File: config.mk
export PLATFORM = sky130hd
export DESIGN_NAME = rv32_lsu_ctrl
export DESIGN_NICKNAME = d
export VERILOG_FILES = /design/src/rtl/rv32_lsu_ctrl.sv
export SDC_FILE = /design/constraint.sdc
export NUM_CORES = 1
export LEC_CHECK = 0
export ABC_AREA = 0
export ABC_CLOCK_PERIOD_IN_PS = 1900
export BUFFER_PORTS_ARGS = -buffer_cell sky130_fd_sc_hd__buf_2
export CORE_MARGIN = 4
export CORE_UTILIZATION = 40
export CTS_BUF_LIST = sky130_fd_sc_hd__clkbuf_16
export DETAILED_ROUTE_END_ITERATION = 16
export PLACE_DENSITY = 0.73
export SLEW_MARGIN = 0
export SYNTH_ARGS = -nofsm -noshare
export SYNTH_HDL_FRONTEND = slang
export SYNTH_SLANG_ARGS = --single-unit
File: constraint.sdc
create_clock -name clk -period 1.9 [get_ports clk]
set_input_delay 0.38 -clock clk [delete_from_list [all_inputs] [get_ports clk]]
set_output_delay 0.38 -clock clk [all_outputs]
set_load 0.01 [all_outputs]
File: src/rtl/rv32_lsu_ctrl.sv
// rv32_lsu_ctrl -- load/store access controller for a multicycle RV32I core.
//
// Sits between the core's control FSM and the data memory. The FSM makes a
// request with a valid/ready handshake. The controller then runs a single
// memory cycle and returns one response pulse. The controller handles:
//   - byte lane enables from size and address
//   - store data replicated across all lanes
//   - sign or zero extension of load data
//   - detection of misaligned and illegal sizes (no memory cycle is run)
//   - any number of memory wait states
//
// Optional feature: define LSU_TIMEOUT_EN to add a wait-state counter that
// aborts an access after TIMEOUT_CYC cycles with mem_ready low. The response
// for an aborted access has rsp_err=1.
//
// Ports:
//   clk, reset_n                 clock, synchronous active-low reset
//   req_valid / req_ready        request handshake (ready only in IDLE)
//   req_we, req_size,            store flag, size (00 B, 01 H, 10 W, 11 bad),
//   req_unsigned                 zero-extend flag for loads
//   req_addr, req_wdata          byte address, right-aligned store data
//   rsp_valid, rsp_rdata,        one-cycle completion pulse, extended load
//   rsp_err                      data, error flag
//   mem_rd_en, mem_wr_en         memory strobes (high for the whole ACCESS)
//   mem_address                  word-aligned address
//   mem_wdata, mem_byte_en       lane-replicated data, byte lane enables
//   mem_data_length              registered request size
//   mem_rdata, mem_ready         memory read data, access-complete flag
module rv32_lsu_ctrl #(
    parameter int ADDR_W      = 32,
    parameter int TIMEOUT_CYC = 16
) (
    input  logic              clk,
    input  logic              reset_n,
    input  logic              req_valid,
    output logic              req_ready,
    input  logic              req_we,
    input  logic [1:0]        req_size,
    input  logic              req_unsigned,
    input  logic [ADDR_W-1:0] req_addr,
    input  logic [31:0]       req_wdata,
    output logic              rsp_valid,
    output logic [31:0]       rsp_rdata,
    output logic              rsp_err,
    output logic              mem_rd_en,
    output logic              mem_wr_en,
    output logic [ADDR_W-1:0] mem_address,
    output logic [31:0]       mem_wdata,
    output logic [3:0]        mem_byte_en,
    output logic [1:0]        mem_data_length,
    input  logic [31:0]       mem_rdata,
    input  logic              mem_ready
);

    typedef enum logic [1:0] {IDLE = 2'd0, ACCESS = 2'd1, RESP = 2'd2} state_t;

    state_t            state, state_next;
    logic              we_q;
    logic [1:0]        size_q;
    logic              uns_q;
    logic [ADDR_W-1:0] addr_q;
    logic [31:0]       wdata_q;
    logic [31:0]       rdata_q;
    logic              err_q;
    logic              misaligned;
    logic              timeout_hit;
    logic [7:0]        byte_lane;
    logic [15:0]       half_lane;
    logic [31:0]       load_data;
    logic [3:0]        byte_en;
    logic [31:0]       wdata_rep;

    assign misaligned = (req_size == 2'b11) ||
                        (req_size == 2'b01 && req_addr[0]) ||
                        (req_size == 2'b10 && req_addr[1:0] != 2'b00);

`ifdef LSU_TIMEOUT_EN
    logic [7:0] wait_cnt;
    // The counter holds the number of wait cycles seen so far. Abort on the
    // cycle that would be wait number TIMEOUT_CYC.
    assign timeout_hit = !mem_ready && (wait_cnt == 8'(TIMEOUT_CYC - 1));
`else
    assign timeout_hit = 1'b0;
`endif

    always_comb begin
        case (addr_q[1:0])
            2'd0:    byte_lane = mem_rdata[7:0];
            2'd1:    byte_lane = mem_rdata[15:8];
            2'd2:    byte_lane = mem_rdata[23:16];
            default: byte_lane = mem_rdata[31:24];
        endcase
        half_lane = addr_q[1] ? mem_rdata[31:16] : mem_rdata[15:0];
        case (size_q)
            2'b00:   load_data = uns_q ? {24'd0, byte_lane} : {{24{byte_lane[7]}}, byte_lane};
            2'b01:   load_data = uns_q ? {16'd0, half_lane} : {{16{half_lane[15]}}, half_lane};
            default: load_data = mem_rdata;
        endcase
        // A store completes with zero read data.
        if (we_q) load_data = 32'd0;

        case (size_q)
            2'b00:   begin byte_en = 4'b0001 << addr_q[1:0]; wdata_rep = {4{wdata_q[7:0]}};  end
            2'b01:   begin byte_en = 4'b0011 << addr_q[1:0]; wdata_rep = {2{wdata_q[15:0]}}; end
            default: begin byte_en = 4'b1111;                wdata_rep = wdata_q;            end
        endcase
    end

    always_ff @(posedge clk) begin
        if (!reset_n) begin
            state   <= IDLE;
            we_q    <= 1'b0;
            size_q  <= 2'b00;
            uns_q   <= 1'b0;
            addr_q  <= '0;
            wdata_q <= 32'd0;
            rdata_q <= 32'd0;
            err_q   <= 1'b0;
        end else begin
            state <= state_next;
            if (state == IDLE && req_valid) begin
                we_q    <= req_we;
                size_q  <= req_size;
                uns_q   <= req_unsigned;
                addr_q  <= req_addr;
                wdata_q <= req_wdata;
                rdata_q <= 32'd0;
                err_q   <= misaligned;
            end
            if (state == ACCESS && mem_ready) begin
                rdata_q <= load_data;
                err_q   <= 1'b0;
            end else if (state == ACCESS && timeout_hit) begin
                rdata_q <= 32'd0;
                err_q   <= 1'b1;
            end
        end
    end

`ifdef LSU_TIMEOUT_EN
    always_ff @(posedge clk) begin
        if (!reset_n || state != ACCESS) wait_cnt <= 8'd0;
        else if (!mem_ready)             wait_cnt <= wait_cnt + 8'd1;
    end
`endif

    always_comb begin
        state_next      = state;
        req_ready       = 1'b0;
        rsp_valid       = 1'b0;
        rsp_rdata       = 32'd0;
        rsp_err         = 1'b0;
        mem_rd_en       = 1'b0;
        mem_wr_en       = 1'b0;
        mem_address     = '0;
        mem_wdata       = 32'd0;
        mem_byte_en     = 4'b0000;
        mem_data_length = 2'b00;
        case (state)
            IDLE: begin
                req_ready = 1'b1;
                if (req_valid) state_next = misaligned ? RESP : ACCESS;
            end
            ACCESS: begin
                mem_rd_en       = ~we_q;
                mem_wr_en       = we_q;
                mem_address     = {addr_q[ADDR_W-1:2], 2'b00};
                mem_wdata       = wdata_rep;
                mem_byte_en     = byte_en;
                mem_data_length = size_q;
                if (mem_ready || timeout_hit) state_next = RESP;
            end
            RESP: begin
                rsp_valid  = 1'b1;
                rsp_rdata  = rdata_q;
                rsp_err    = err_q;
                state_next = IDLE;
            end
            default: state_next = IDLE;
        endcase
    end

endmodule

# Word level (Yosys, flattened, before mapping)
# Cells that the tools add are included.
[word_totals]
output_inout_bits = 107
in_bits = 104
ff_bits = 103
[op_classes]
n_reduce_logical = 13
eq_ne = 10
n_mux = 24
shift = 2
bitwise_logic = 2
[ops]
columns = ["operator", "count"]
rows = [
  ["2-to-1 mux 32 bit", 8],
  ["case mux 32 bit (2 select lines)", 2],
  ["case mux 8 bit (3 select lines)", 1],
  ["2-to-1 mux 16 bit", 1],
  ["equality test 2 x 1 -> 1 bit, second input constant", 4],
  ["equality test 2 bit, second input constant", 4],
  ["2-to-1 mux 2 bit", 4],
  ["case mux 4 bit (2 select lines)", 1],
  ["logical NOT 2 bit", 3],
  ["2-to-1 mux 1 bit", 5],
  ["logical AND 1 bit", 4],
  ["2-to-1 mux 4 bit", 1],
  ["inequality test 2 bit, second input constant", 2],
  ["case mux 2 bit (2 select lines)", 1],
  ["nonzero test 2 bit", 2],
  ["<< shifter 1 x 2 -> 4 bit, first input constant", 1],
  ["<< shifter 2 x 2 -> 4 bit, first input constant", 1],
  ["logical OR 1 bit", 2],
  ["inverter 1 bit", 2],
  ["AND reduction 2 bit", 1],
  ["OR reduction 2 bit", 1],
]

# Longest topological paths before layout
[logic_depth]
depth_word = 7
mapped_depth = 7
depth_no_buf = 4

# Worst setup path before layout
# Ideal clock, no wire load.
[synth_path]
kind = "reg2out"
from = "register size_q[0]"
to = "output mem_byte_en[2]"
path_slack_ns = 0.203
n_path_buf = 2
path_stages_with_launch = 5
t_arrival_ns = 1.317
path_cell_list = "dfxtp_1 > buf_2 > clkbuf_1 > nand3b_1 > a31oi_1"
[synth_between]
elab_chain_len = 3
elab_cells_between_ends = 4
[synth_rtl]
columns = ["item", "line", "source"]
rows = [
  ["start, declared", "59", "logic [1:0] size_q;"],
  ["start signal, assigned", "123", "size_q <= req_size;"],
  ["equality test 2 x 1 -> 1 bit / logical NOT 2 bit (equally long branches)", "102", "case (size_q)"],
  ["case mux 4 bit (2 select lines) (*)", "102", ""],
  ["2-to-1 mux 4 bit (*)", "159", "case (state)"],
  ["end, declared", "49", "output logic [3:0] mem_byte_en,"],
]
# Mark *: on every way between the ends. The rest lies on a longest branch, timed or not.

# Final worst setup path
[layout_path]
from = "register size_q[0]"
to = "output mem_wdata[27]"
[layout_between]
elab_chain_len = 3
elab_cells_between_ends = 4
[layout_rtl]
columns = ["item", "line", "source"]
rows = [
  ["equality test 2 x 1 -> 1 bit / logical NOT 2 bit (equally long branches)", "102", ""],
  ["case mux 32 bit (2 select lines) (*)", "102", ""],
  ["2-to-1 mux 32 bit (*)", "159", ""],
  ["end, declared", "48", "output logic [31:0] mem_wdata,"],
]
# Marks and branches as above.

==> results.sh <==
export IMPL_outcome="complete, no violations"
export IMPL_die_y_um=125
export IMPL_powerDensity_nw_per_um2=732
export IMPL_hold_end="wdata_q[1]$_SDFFE_PN0P_"
export IMPL_grt_pass1_wl_um=26200
export IMPL_row_count=42
export IMPL_clock_latency_ns=0.36
export IMPL_regArea_um2=2080
export IMPL_core_area_um2=13300
export IMPL_peakVddDrop_mv=0.622
export IMPL_nFillCells=1293
export IMPL_drc=0
export IMPL_drive_gt1_frac=0.316
export IMPL_synthCells=708
export IMPL_grt_pass1_vias=5096
export IMPL_fmax_ghz=0.536
export IMPL_cts_buffers=9
export IMPL_power_mw=5.20
export IMPL_nNetsFinal=998
export IMPL_dieArea_um2=15500
export IMPL_crit_required_ns=1.52
export IMPL_final_util=0.534
export IMPL_endpoint_kind="primary output"
export IMPL_vias=5320
export IMPL_antenna_found_initial=0
export IMPL_wl_um=16200
export IMPL_synth_warnings=0
export IMPL_r2r_start="size_q[0]$_SDFFE_PN0P_"
export IMPL_setup_violations=0
export IMPL_grt_ovfl_total=0
export IMPL_die_x_um=125
export IMPL_r2r_end="rdata_q[19]$_SDFFE_PN0P_"
export IMPL_place_congestion=0.805
export IMPL_hold_class="in -> reg"
export IMPL_place_inst=1055
export IMPL_dp_slack_ns=0.0996
export IMPL_period_needed_ns=1.87
export IMPL_layout_common_cells="buf_2, nand2_1, dfxtp_1, and2_1, a21boi_0"
export IMPL_hold_viol_final=0
export IMPL_r2r_slack_ns=0.16
export IMPL_postSynthAreaPerCell_um2=7.69
export IMPL_stdcell_count=1075
export IMPL_fin_crit_sh=0.983
export IMPL_ant_nets=0
export IMPL_antennaDiodeCount=0
export IMPL_hold_depth=3
export IMPL_grt_usage=0.204
export IMPL_fin_skew_ns=0.00690
export IMPL_pin_count=211
export IMPL_place_port_buffers=208
export IMPL_first_pass_iters=5
export IMPL_fin_setup_tns_ns=0
export IMPL_synth_seq_area_share=0.379
export IMPL_place_hpwl_um=11600
export IMPL_cts_max_level=3
export IMPL_drt_initial_drc_count=322
export IMPL_cts_sinks=103
export IMPL_hp_start="req_wdata[1]"
export IMPL_rsz0062_at_grt="yes"
export IMPL_routedWlPerCell_um=15.0
export IMPL_start_kind="register"
export IMPL_path_clk_slew_ns=0.08
export IMPL_holdWs_ns=0.257
export IMPL_design_area_um2=7100
export IMPL_multi_input_area_um2=3080
export IMPL_cap_viol_max_count=0
export IMPL_power_leakage_nw=3.29
export IMPL_clock_tree_root_cell="clkbuf_16"
export IMPL_cts_tree="built"
export IMPL_arrival_ns=1.49
export IMPL_synth_cell_type_count=45
export IMPL_placed_cell_area_um2=6670
export IMPL_syn_cell_area_um2=5440
export IMPL_final_max_slew_viol_count=0
export IMPL_area_growth_pct=30.5
export IMPL_via_per_inst=4.95
export IMPL_worst_slack_ns=0.0331
export IMPL_rr_worst_depth=6
export IMPL_ys_ff_latch=103
export IMPL_crit_fanout=8
export IMPL_final_common_cell="buf_2"
export IMPL_clk_path_buf_depth=2
export IMPL_initial_core_util=0.409
export IMPL_crit_type="reg -> out"
export IMPL_grt_max_degree=48
power by group:
part / internal (mW) / switching [mW]
clock network: 1.04 / 0.885
registers: 2.27 / 0.0866
logic: 0.401 / 0.513
state kept, by name, summed over array words and instances (netlist names):
signal / count
state: 2
we_q: 1
uns_q: 1
rdata_q: 32
size_q: 2
wdata_q: 32
addr_q: 32
err_q: 1
worst max path at each step:
stage                                start                       end  slack (ns)  cells after the start
global route        size_q[0]$_SDFFE_PN0P_             mem_wdata[25]       -0.09                      6
floorplan           size_q[0]$_SDFFE_PN0P_            mem_byte_en[2]        0.20                      4
CTS                 size_q[0]$_SDFFE_PN0P_             mem_wdata[24]      -0.001                      6
global placement    addr_q[1]$_SDFFE_PN0P_  rdata_q[31]$_SDFFE_PN0P_        0.18                      5
finish              size_q[0]$_SDFFE_PN0P_             mem_wdata[27]        0.03                      6
detailed placement  addr_q[1]$_SDFFE_PN0P_  rdata_q[19]$_SDFFE_PN0P_         0.1                      5
logic make-up after synthesis:
logic type | after synthesis | share of synthesized area
other | 1 | 0.000689
AND/OR/NAND/NOR | 326 | 0.271
buffers and inverters | 79 | 0.0646
flip-flops | 103 | 0.379
AO/OA/AOI/OAI | 165 | 0.218
multiplexers | 34 | 0.0664
layer usage:
metal / global-route usage / vias to the layer above / part of all wire / wire length (µm)
met5: 0 / - / 0 / 0
met4: 0.0535 / 0 / 0.011 / 182
met3: 0.0746 / 13 / 0.085 / 1380
met2: 0.328 / 178 / 0.46 / 7380
met1: 0.260 / 2427 / 0.45 / 7220
li1: - / 2702 / - / -
critical path, stage by stage (launching register included):
cell and delay [ns]:
dfxtp_4 0.38, buf_8 0.14, mux2i_2 0.21, nor2_1 0.06, a21oi_1 0.11, nor2_1 0.08
buf_2 0.15
synth_stat cells:
master / number / area share
a21boi_0: 58 / 0.080
a21boi_1: 10 / 0.014
a21o_1: 7 / 0.0097
a21oi_1: 20 / 0.018
a21oi_4: 1 / 0.0030
a221o_1: 1 / 0.0018
a221oi_1: 12 / 0.019
a221oi_2: 2 / 0.0055
a22o_1: 7 / 0.011
a31oi_1: 2 / 0.0023
and2_1: 73 / 0.084
and2b_1: 1 / 0.0014
and4bb_2: 1 / 0.0023
buf_1: 2 / 0.0014
buf_2: 17 / 0.016
buf_4: 3 / 0.0041
buf_6: 3 / 0.0062
clkbuf_1: 37 / 0.026
conb_1: 1 / 0.00069
dfxtp_1: 103 / 0.38
inv_1: 17 / 0.012
mux2_2: 7 / 0.014
mux2i_1: 26 / 0.048
mux4_2: 1 / 0.0041
nand2_1: 187 / 0.13
nand2b_1: 4 / 0.0046
nand2b_4: 1 / 0.0025
nand3b_1: 2 / 0.0028
nor2_1: 49 / 0.034
nor2b_1: 1 / 0.0011
nor3b_2: 1 / 0.0023
o211ai_1: 9 / 0.012
o21a_1: 3 / 0.0041
o21ai_0: 9 / 0.0083
o21ai_1: 11 / 0.010
o21bai_1: 1 / 0.0014
o21bai_2: 1 / 0.0021
o22a_1: 1 / 0.0016
o22ai_1: 8 / 0.0092
o22ai_2: 1 / 0.0023
o2bb2ai_1: 1 / 0.0016
or2_2: 2 / 0.0023
or3_1: 2 / 0.0023
or3b_1: 1 / 0.0016
or3b_2: 1 / 0.0016
what timing repair did:
item / 4_1_cts / 5_1_grt
pin swaps: 0 / 2
endpoints found under the setup margin: 95 / 61
cloned: 0 / 1
setup buffers: 1 / 2
gates resized for setup: 16 / 9
hold buffers: 0 / 0
area by class of cell:
cell class | count | area share
inverter | 17 | 0.00898
clock inverter | 7 | 0.0114
multi-input combinational | 527 | 0.433
clock buffer | 9 | 0.0317
timing repair buffer | 236 | 0.191
tap | 176 | 0.0310
sequential | 103 | 0.293
No activity file was read; power rests on OpenSTA's default activity.
